$ cat src/rtl/huff_bit_buffer_if.sv
// rtl/huff_bit_buffer_if.sv - byte input, bit window and status signals of the Huffman bit buffer
interface huff_bit_buffer_if;
    logic [7:0] in_byte;
    logic       in_valid;
    logic       in_ready;
    logic [15:0] window;
    logic       window_valid;
    logic [5:0] bit_count;
    logic       consume;
    logic [4:0] consume_len;
    logic       flush;
    logic       marker_seen;
    logic [7:0] marker;
    logic       underflow_err;

    modport master (
        output in_byte, in_valid, consume, consume_len, flush,
        input  in_ready, window, window_valid, bit_count, marker_seen, marker, underflow_err
    );

    modport slave (
        input  in_byte, in_valid, consume, consume_len, flush,
        output in_ready, window, window_valid, bit_count, marker_seen, marker, underflow_err
    );
endinterface

$ cat src/rtl/huff_bit_buffer.sv
// rtl/huff_bit_buffer.sv - 32-bit entropy-coded bit buffer; BYTE_UNSTUFF_EN adds JPEG 0xFF00 unstuffing and marker detection
module huff_bit_buffer (
    input logic            clock,
    input logic            reset,
    huff_bit_buffer_if.slave bus
);

`ifdef BYTE_UNSTUFF_EN
    typedef enum logic [1:0] {NORMAL, GOT_FF, MARKER} state_t;
    state_t     state, state_next;
    logic [7:0] marker_q, marker_next;
    logic       marker_seen_q, marker_seen_next;
`endif

    logic [31:0] buffer, buffer_next;
    logic [5:0]  count, count_next;
    logic        underflow_q, underflow_next;
    logic        ready, xfer, consume_ok, append;
    logic [7:0]  append_byte;
    logic [31:0] shifted;
    logic [5:0]  count_sh;
    logic [15:0] valid_mask;

    // Stream is MSB-first, buffer is LSB-first, so each byte lands bit-reversed.
    function automatic logic [7:0] bit_rev(input logic [7:0] b);
        for (int i = 0; i < 8; i++) bit_rev[i] = b[7-i];
    endfunction

    always_comb begin
        ready = (count <= 6'd24) && !bus.flush;
`ifdef BYTE_UNSTUFF_EN
        ready = ready && (state != MARKER);
`endif
        xfer        = bus.in_valid && ready;
        consume_ok  = bus.consume && ({1'b0, bus.consume_len} <= count);
        shifted     = consume_ok ? (buffer >> bus.consume_len) : buffer;
        count_sh    = consume_ok ? (count - {1'b0, bus.consume_len}) : count;
        append      = 1'b0;
        append_byte = bus.in_byte;
`ifdef BYTE_UNSTUFF_EN
        state_next       = state;
        marker_next      = marker_q;
        marker_seen_next = marker_seen_q;
        case (state)
            NORMAL: if (xfer) begin
                if (bus.in_byte == 8'hFF) state_next = GOT_FF;
                else                      append     = 1'b1;
            end
            GOT_FF: if (xfer) begin
                if (bus.in_byte == 8'h00) begin
                    append      = 1'b1;
                    append_byte = 8'hFF;
                    state_next  = NORMAL;
                end else if (bus.in_byte != 8'hFF) begin
                    marker_next      = bus.in_byte;
                    marker_seen_next = 1'b1;
                    state_next       = MARKER;
                end
            end
            default: ;
        endcase
`else
        append = xfer;
`endif
        // Bits above count are always zero, so the new byte can be OR-ed in after the shift.
        buffer_next    = shifted | (append ? ({24'b0, bit_rev(append_byte)} << count_sh) : 32'b0);
        count_next     = count_sh + (append ? 6'd8 : 6'd0);
        underflow_next = underflow_q | (bus.consume && !consume_ok);
        if (bus.flush) begin
            buffer_next    = 32'b0;
            count_next     = 6'd0;
            underflow_next = 1'b0;
`ifdef BYTE_UNSTUFF_EN
            state_next       = NORMAL;
            marker_seen_next = 1'b0;
`endif
        end
    end

    always_ff @(posedge clock) begin
        if (reset) begin
            buffer      <= 32'b0;
            count       <= 6'd0;
            underflow_q <= 1'b0;
`ifdef BYTE_UNSTUFF_EN
            state         <= NORMAL;
            marker_q      <= 8'h00;
            marker_seen_q <= 1'b0;
`endif
        end else begin
            buffer      <= buffer_next;
            count       <= count_next;
            underflow_q <= underflow_next;
`ifdef BYTE_UNSTUFF_EN
            state         <= state_next;
            marker_q      <= marker_next;
            marker_seen_q <= marker_seen_next;
`endif
        end
    end

    // Positions not yet filled read as 1 (JPEG fill bits).
    assign valid_mask        = (count >= 6'd16) ? 16'hFFFF : ((16'd1 << count[3:0]) - 16'd1);
    assign bus.window        = buffer[15:0] | ~valid_mask;
    assign bus.in_ready      = ready;
    assign bus.bit_count     = count;
    assign bus.underflow_err = underflow_q;
`ifdef BYTE_UNSTUFF_EN
    assign bus.window_valid = (count >= 6'd16) || ((state == MARKER) && (count != 6'd0));
    assign bus.marker       = marker_q;
    assign bus.marker_seen  = marker_seen_q;
`else
    assign bus.window_valid = (count >= 6'd16);
    assign bus.marker       = 8'h00;
    assign bus.marker_seen  = 1'b0;
`endif

endmodule

$ cat src/flat_wrapper.sv
// flat-port wrapper written by rule: the top's interface ports become plain ports
module huff_bit_buffer_flat 
  (clock, reset, bus_in_byte, bus_in_valid, bus_consume, bus_consume_len, bus_flush, bus_in_ready, bus_window, bus_window_valid, bus_bit_count, bus_marker_seen, bus_marker, bus_underflow_err);
  huff_bit_buffer_if bus_i ();
  input logic clock;
  input logic reset;
  input wire logic [$bits(bus_i.in_byte)-1:0] bus_in_byte;
  input wire logic [$bits(bus_i.in_valid)-1:0] bus_in_valid;
  input wire logic [$bits(bus_i.consume)-1:0] bus_consume;
  input wire logic [$bits(bus_i.consume_len)-1:0] bus_consume_len;
  input wire logic [$bits(bus_i.flush)-1:0] bus_flush;
  output wire logic [$bits(bus_i.in_ready)-1:0] bus_in_ready;
  output wire logic [$bits(bus_i.window)-1:0] bus_window;
  output wire logic [$bits(bus_i.window_valid)-1:0] bus_window_valid;
  output wire logic [$bits(bus_i.bit_count)-1:0] bus_bit_count;
  output wire logic [$bits(bus_i.marker_seen)-1:0] bus_marker_seen;
  output wire logic [$bits(bus_i.marker)-1:0] bus_marker;
  output wire logic [$bits(bus_i.underflow_err)-1:0] bus_underflow_err;
  assign bus_i.in_byte = bus_in_byte;
  assign bus_i.in_valid = bus_in_valid;
  assign bus_i.consume = bus_consume;
  assign bus_i.consume_len = bus_consume_len;
  assign bus_i.flush = bus_flush;
  assign bus_in_ready = bus_i.in_ready;
  assign bus_window = bus_i.window;
  assign bus_window_valid = bus_i.window_valid;
  assign bus_bit_count = bus_i.bit_count;
  assign bus_marker_seen = bus_i.marker_seen;
  assign bus_marker = bus_i.marker;
  assign bus_underflow_err = bus_i.underflow_err;
  huff_bit_buffer u_core (.clock(clock), .reset(reset), .bus(bus_i));
endmodule
$ cat config.mk
export PLATFORM = sky130hd
export DESIGN_NAME = huff_bit_buffer_flat
export DESIGN_NICKNAME = d
export VERILOG_FILES = /design/src/rtl/huff_bit_buffer_if.sv /design/src/rtl/huff_bit_buffer.sv /design/src/flat_wrapper.sv
export SDC_FILE = /design/constraint.sdc
export NUM_CORES = 1
export LEC_CHECK = 0
export BUFFER_PORTS_ARGS = -buffer_cell sky130_fd_sc_hd__buf_2
export CAP_MARGIN = 10
export CORE_MARGIN = 10
export CORE_UTILIZATION = 45
export DETAILED_ROUTE_END_ITERATION = 16
export PLACE_DENSITY_LB_ADDON = 0.25
export SYNTH_ARGS = -nofsm -noshare
export SYNTH_HDL_FRONTEND = slang
export SYNTH_SLANG_ARGS = --single-unit
$ cat constraint.sdc
create_clock -name clock -period 3.27 [get_ports clock]
set_input_delay 0.4905 -clock clock [delete_from_list [all_inputs] [get_ports clock]]
set_output_delay 0.4905 -clock clock [all_outputs]
set_load 0.05 [all_outputs]
## After elaboration in Yosys (flattened, before gate mapping)

Index checks and enable logic that the tools add are counted.

| word-level totals | value |
|---|---|
| bits in registers | 39 |
| output and inout port bits | 34 |
| word-level logic and storage cells | 28 |

| cells by class | value |
|---|---|
| add/subtract/negate cells | 3 |
| magnitude comparators | 3 |
| shift-type cells | 3 |
| multiplexer cells | 5 |
| bitwise gates (word level) | 4 |
| reductions and logical operators | 7 |

Operators with widths:

| operator | count |
|---|---|
| $mux W32 | 2 |
| $or A32 B32 Y32 | 1 |
| $shl A8 B6 Y32 | 1 |
| $shr A32 B5 Y32 | 1 |
| $mux W16 | 1 |
| $not A16 Y16 | 1 |
| $or A16 B16 Y16 | 1 |
| $shl A1 B4 Y16 const A | 1 |
| $sub A16 B1 Y16 const B | 1 |
| $add A6 B6 Y6 | 1 |
| $ge A6 B5 Y1 const B | 1 |
| $le A5 B6 Y1 | 1 |
| $le A6 B5 Y1 const B | 1 |
| $mux W6 | 1 |
| $sub A6 B5 Y6 | 1 |
| $logic_and A1 B1 Y1 | 4 |
| $mux W4 | 1 |
| $logic_not A1 Y1 | 2 |
| $reduce_or A2 Y1 | 1 |
| $or A1 B1 Y1 | 1 |

## Logic depth before layout (Yosys ltp)

| logic depth | value |
|---|---|
| depth after elaboration | 6 |
| mapped depth | 16 |
| mapped depth without buffers | 14 |

## Worst setup path before layout

Ideal clock, no wire load.

| timing path | value |
|---|---|
| kind | flip-flop to flip-flop |
| start | register u_core.count[1] (netlist: u_core.bus.bit_count[1]) |
| end | register u_core.count[5] (netlist: u_core.bus.bit_count[5]) |
| arrival time | 3,350 ps |
| path slack | -208 ps |
| cell stages (with the launch flop) | 11 |
| buffers on the path | 0 |
| clock period less this slack | 3,478 ps |
| cell sequence | dfxtp_1 -> nor2_1 -> nand2_1 -> a311oi_1 -> nand2_1 -> inv_1 -> ha_1 -> ha_1 -> xor2_1 -> xnor2_1 -> nor2_1 |

| between the ends | value |
|---|---|
| cells in the longest elaborated chain, start to end | 5 |

Ends and longest elaborated chain:

| item | line | RTL |
|---|---|---|
| start, declared | huff_bit_buffer.sv:16 | `logic [5:0] count, count_next;` |
| start signal, assigned | huff_bit_buffer.sv:92 | `count <= count_next;` |
| $le A6 B5 Y1 | huff_bit_buffer.sv:30 | `ready = (count <= 6'd24) && !bus.flush;` |
| $logic_and A1 B1 Y1 | huff_bit_buffer.sv:30 |  |
| net bus_in_ready | flat_wrapper.sv:12 | `output wire logic [$bits(bus_i.in_ready)-1:0] bus_in_ready;` |
| $logic_and A1 B1 Y1 | huff_bit_buffer.sv:34 | `xfer = bus.in_valid && ready;` |
| $mux W4 | huff_bit_buffer.sv:67 | `count_next = count_sh + (append ? 6'd8 : 6'd0);` |
| $add A6 B6 Y6 | huff_bit_buffer.sv:67 |  |

The timed path passes the listed nets, and every way through them passes these cells.
A chain may end at the register's enable or synchronous reset.

## Final worst setup path

| timing path | value |
|---|---|
| start | register u_core.count[1] (netlist: u_core.bus.bit_count[1]) |
| end | output bus_window[10] |

| between the ends | value |
|---|---|
| cells in the longest elaborated chain, start to end | 5 |

Ends and longest elaborated chain:

| item | line | RTL |
|---|---|---|
| $shl A1 B4 Y16 | huff_bit_buffer.sv:103 | `assign valid_mask = (count >= 6'd16) ? 16'hFFFF : ((16'd1 << count[3:0]) - 16'd1);` |
| $sub A16 B1 Y16 | huff_bit_buffer.sv:103 |  |
| $mux W16 (*) | huff_bit_buffer.sv:103 |  |
| $not A16 Y16 (*) | huff_bit_buffer.sv:104 | `assign bus.window = buffer[15:0] \| ~valid_mask;` |
| $or A16 B16 Y16 (*) | huff_bit_buffer.sv:104 |  |
| end, declared | flat_wrapper.sv:13 | `output wire logic [$bits(bus_i.window)-1:0] bus_window;` |

Every way passes the cells marked *; elsewhere a longest branch is shown, timed or not.

==> results.json <==
{
  "wire_per_inst_um": 22.0,
  "status": "finished clean",
  "crit_type": "register to primary output",
  "fin_util_pct": 51.7,
  "irDropWorstVdd_mv": 0.214,
  "min_from": "u_core.buffer[1]",
  "clock_latency_ns": 0.30,
  "dpl.hpwl_mm": 12.0,
  "viasPerCell": 6.67,
  "ys_async_sr_fraction_pct": 0,
  "ys_seq_elements": 39,
  "fill_cells": 956,
  "post-route-drc-count": 0,
  "period_minus_slack_ns": 3.15,
  "final_nets": 608,
  "diodes": 0,
  "first_pass_iters": 5,
  "die-area_um2": 14500,
  "grt_util_all_layers_pct": 20.9,
  "synthFlopType": "dfxtp_1",
  "syn_avg_cell_area_um2": 8.26,
  "placed_cell_area_um2": 4900,
  "synthesis.area_um2": 4530,
  "max_slew_margin_pct": 57.3,
  "drt_iter0_markers": 582,
  "portBuffers": 42,
  "grt_pass1_vias": 4451,
  "die_x_um": 120,
  "cts_root_buffer": "clkbuf_8",
  "fmax_ghz": 0.318,
  "critPathMaxFanout": 13,
  "yosysUniqueCellTypes": 78,
  "boundaryPins": 52,
  "num_rows": 36,
  "critical_path_arrival_ns": 2.66,
  "yosys_warnings": 0,
  "crit_required_ns": 2.78,
  "gp_congestion": 0.971,
  "syn-instance-count": 549,
  "num_vias": 4770,
  "cts.clk_slew.worst_paths_ns": 0.08,
  "r2r_setup_slack_ns": 0.20,
  "hold_viol": 0,
  "holdPathStages": 2,
  "setup_viol": 0,
  "antenna_found_initial": 0,
  "r2r_start": "u_core.bus.bit_count[0]",
  "yosysSeqAreaShare_pct": 17.2,
  "crit_path_end_kind": "primary output",
  "htreeDepth": 2,
  "worstHoldPathType": "register to register",
  "coreArea_um2": 9770,
  "grt_overflow": 0,
  "cts_buffer_depth": 2,
  "cp-start-kind": "register",
  "initial_core_util_pct": 46.4,
  "hold_path_end": "u_core.buffer[1]",
  "worstMarginPinSlew_ns": 0.640,
  "clock-sinks": 39,
  "grt_pass1_wl_mm": 24.6,
  "area_growth_pct": 11.5,
  "power-per-cell-area_nw_per_um2": 298,
  "die-height_um": 120,
  "grt_start_max_net_pins": 38,
  "ant_nets": 0,
  "slew_violations": 0,
  "cap_viol_max_count": 0,
  "drive_gt1_share_pct": 27.7,
  "rr_endpoint": "u_core.buffer[8]",
  "final_area_um2": 5050,
  "synth_edf_count": 0,
  "wl_mm": 15.8,
  "numCtsBuffers": 5,
  "tritoncts": "built",
  "fin_skew_ns": 0.00635,
  "fin_crit_sh_pct": 96.2,
  "r2r_cells": 11,
  "cellLeakagePower_uw": 0.00177
}
==> layout make-up <==
type	instances	area (µm²)	area share, %
repair buffers	69	425	8.42
clock inverters	2	60.1	1.19
well taps	133	166	3.29
inverters	16	60.1	1.19
clock buffers	6	72.6	1.44
multi-input cells	450	3490	69.0
flip-flops and latches	39	781	15.4
==> sequential cells by signal, summed over array words and instances, names as in the netlist <==
name / cells
u_core.bus.underflow_err: 1
u_core.buffer: 32
u_core.bus.bit_count: 6
==> worst max path at each step <==
stage	start	to	slack, ns
6_report	u_core.bus.bit_count[1]	bus_window[10]	0.12
5_1_grt	u_core.bus.bit_count[0]	u_core.buffer[8]	-0.001
4_1_cts	u_core.bus.bit_count[1]	bus_window[10]	0.08
3_5_place_dp	bus_consume_len[0]	u_core.buffer[8]	-0.04
3_3_place_gp	bus_consume_len[0]	u_core.buffer[8]	0.01
2_1_floorplan	bus_consume_len[1]	u_core.buffer[30]	0.03
==> per-stage QoR <==
step	total power (µW)	std cells	hold slack, ns	TNS, ns	worst slack, ns
after CTS	1490	715	0.499	0	0.0808
after detailed placement	1010	707	0.488	-0.0442	-0.0442
final	1510	715	0.506	0	0.124
after floorplan	904	557	0.452	0	0.0338
after global placement	1010	707	0.448	0	0.0110
after global routing	1560	715	0.522	-0.00147	-0.00147
==> where the power goes <==
group | switching (µW) | total (µW) | internal, µW
Combinational | 349 | 516 | 167
Sequential | 16.5 | 500 | 483
Clock | 185 | 491 | 305
==> critical path: stages, from the launching register on <==
cell and delay, ns:
dfxtp_1 0.41, buf_4 0.23, nor2_2 0.21, nand2_1 0.08, ha_1 0.20, or2_2 0.32, o21ai_0 0.19, a22o_1 0.15
a21oi_1 0.06, or2_2 0.28, buf_2 0.21
==> layer usage <==
metal  routed length [µm]  vias to the layer above  share of wire [%]  global-route usage (%)
met4                  631                        0                4.0                    8.67
met2                 7120                      243                 45                    31.9
met5                    0                        -                  0                       0
met3                 1480                       48                9.4                    4.28
li1                     -                     2161                  -                       -
met1                 6520                     2318                 41                    28.2
==> Yosys cell counts (5+ instances only) <==
| cell | number | area [µm²] |
|---|---|---|
| o31ai_1 | 6 | 45.0 |
| a21oi_1 | 31 | 155 |
| mux2i_1 | 16 | 160 |
| o21ai_1 | 5 | 25.0 |
| nand2b_1 | 5 | 31.3 |
| a211oi_1 | 8 | 60.1 |
| a22oi_1 | 6 | 45.0 |
| buf_4 | 11 | 82.6 |
| nor3_1 | 13 | 65.1 |
| a31oi_1 | 13 | 81.3 |
| and2_1 | 5 | 31.3 |
| ha_1 | 8 | 100 |
| nand2_1 | 69 | 259 |
| nor2_1 | 42 | 158 |
| nand4_1 | 6 | 37.5 |
| dfxtp_1 | 39 | 781 |
| o21ai_0 | 24 | 120 |
| a21oi_2 | 6 | 52.6 |
| mux4_2 | 32 | 721 |
| clkbuf_1 | 27 | 101 |
| o22ai_1 | 16 | 100 |
| inv_1 | 14 | 52.6 |
| a2111oi_2 | 5 | 75.1 |
| o221ai_1 | 8 | 70.1 |
| o211ai_1 | 7 | 52.6 |
| a21o_1 | 8 | 60.1 |
| nand3_1 | 19 | 95.1 |
| buf_2 | 7 | 35.0 |
==> cell usage in the layout (no fill, tap or decap), drive strengths merged, types with 6 or more instances in the layout <==
master and n:
nand2 73, buf 69, nor2 44, dfxtp 39, a21oi 37, mux4 32, o21ai 30, mux2i 22
nand3 19, o22ai 16, inv 16, nor3 15, a31oi 13, conb 9, a211oi 9, a21o 8
o221ai 8, o211ai 8, ha 8, nand4 6, a22oi 6, o31ai 6, and2 6, clkbuf 6
or2 6, a2111oi 6
==> cell families (layout without fill, tap and decap cells) <==
kind of cell	after synthesis	in the layout	synth area share, %
xor+xnor	5	5	0.966
flops	39	39	17.2
mux	56	56	22.1
fa+ha+maj	9	9	2.65
buf+inv	68	93	7.42
simple gates	185	185	19.1
compound gates	186	186	30.5
other cells	1	9	0.0827
==> what timing repair did <==
item | CTS | global route
endpoints found under the setup margin | 0 | 5
buffers inserted | 0 | 0
gates resized for setup | 0 | 4
hold buffers | 0 | 0
Note: power is estimated with default switching activity, not from simulation.
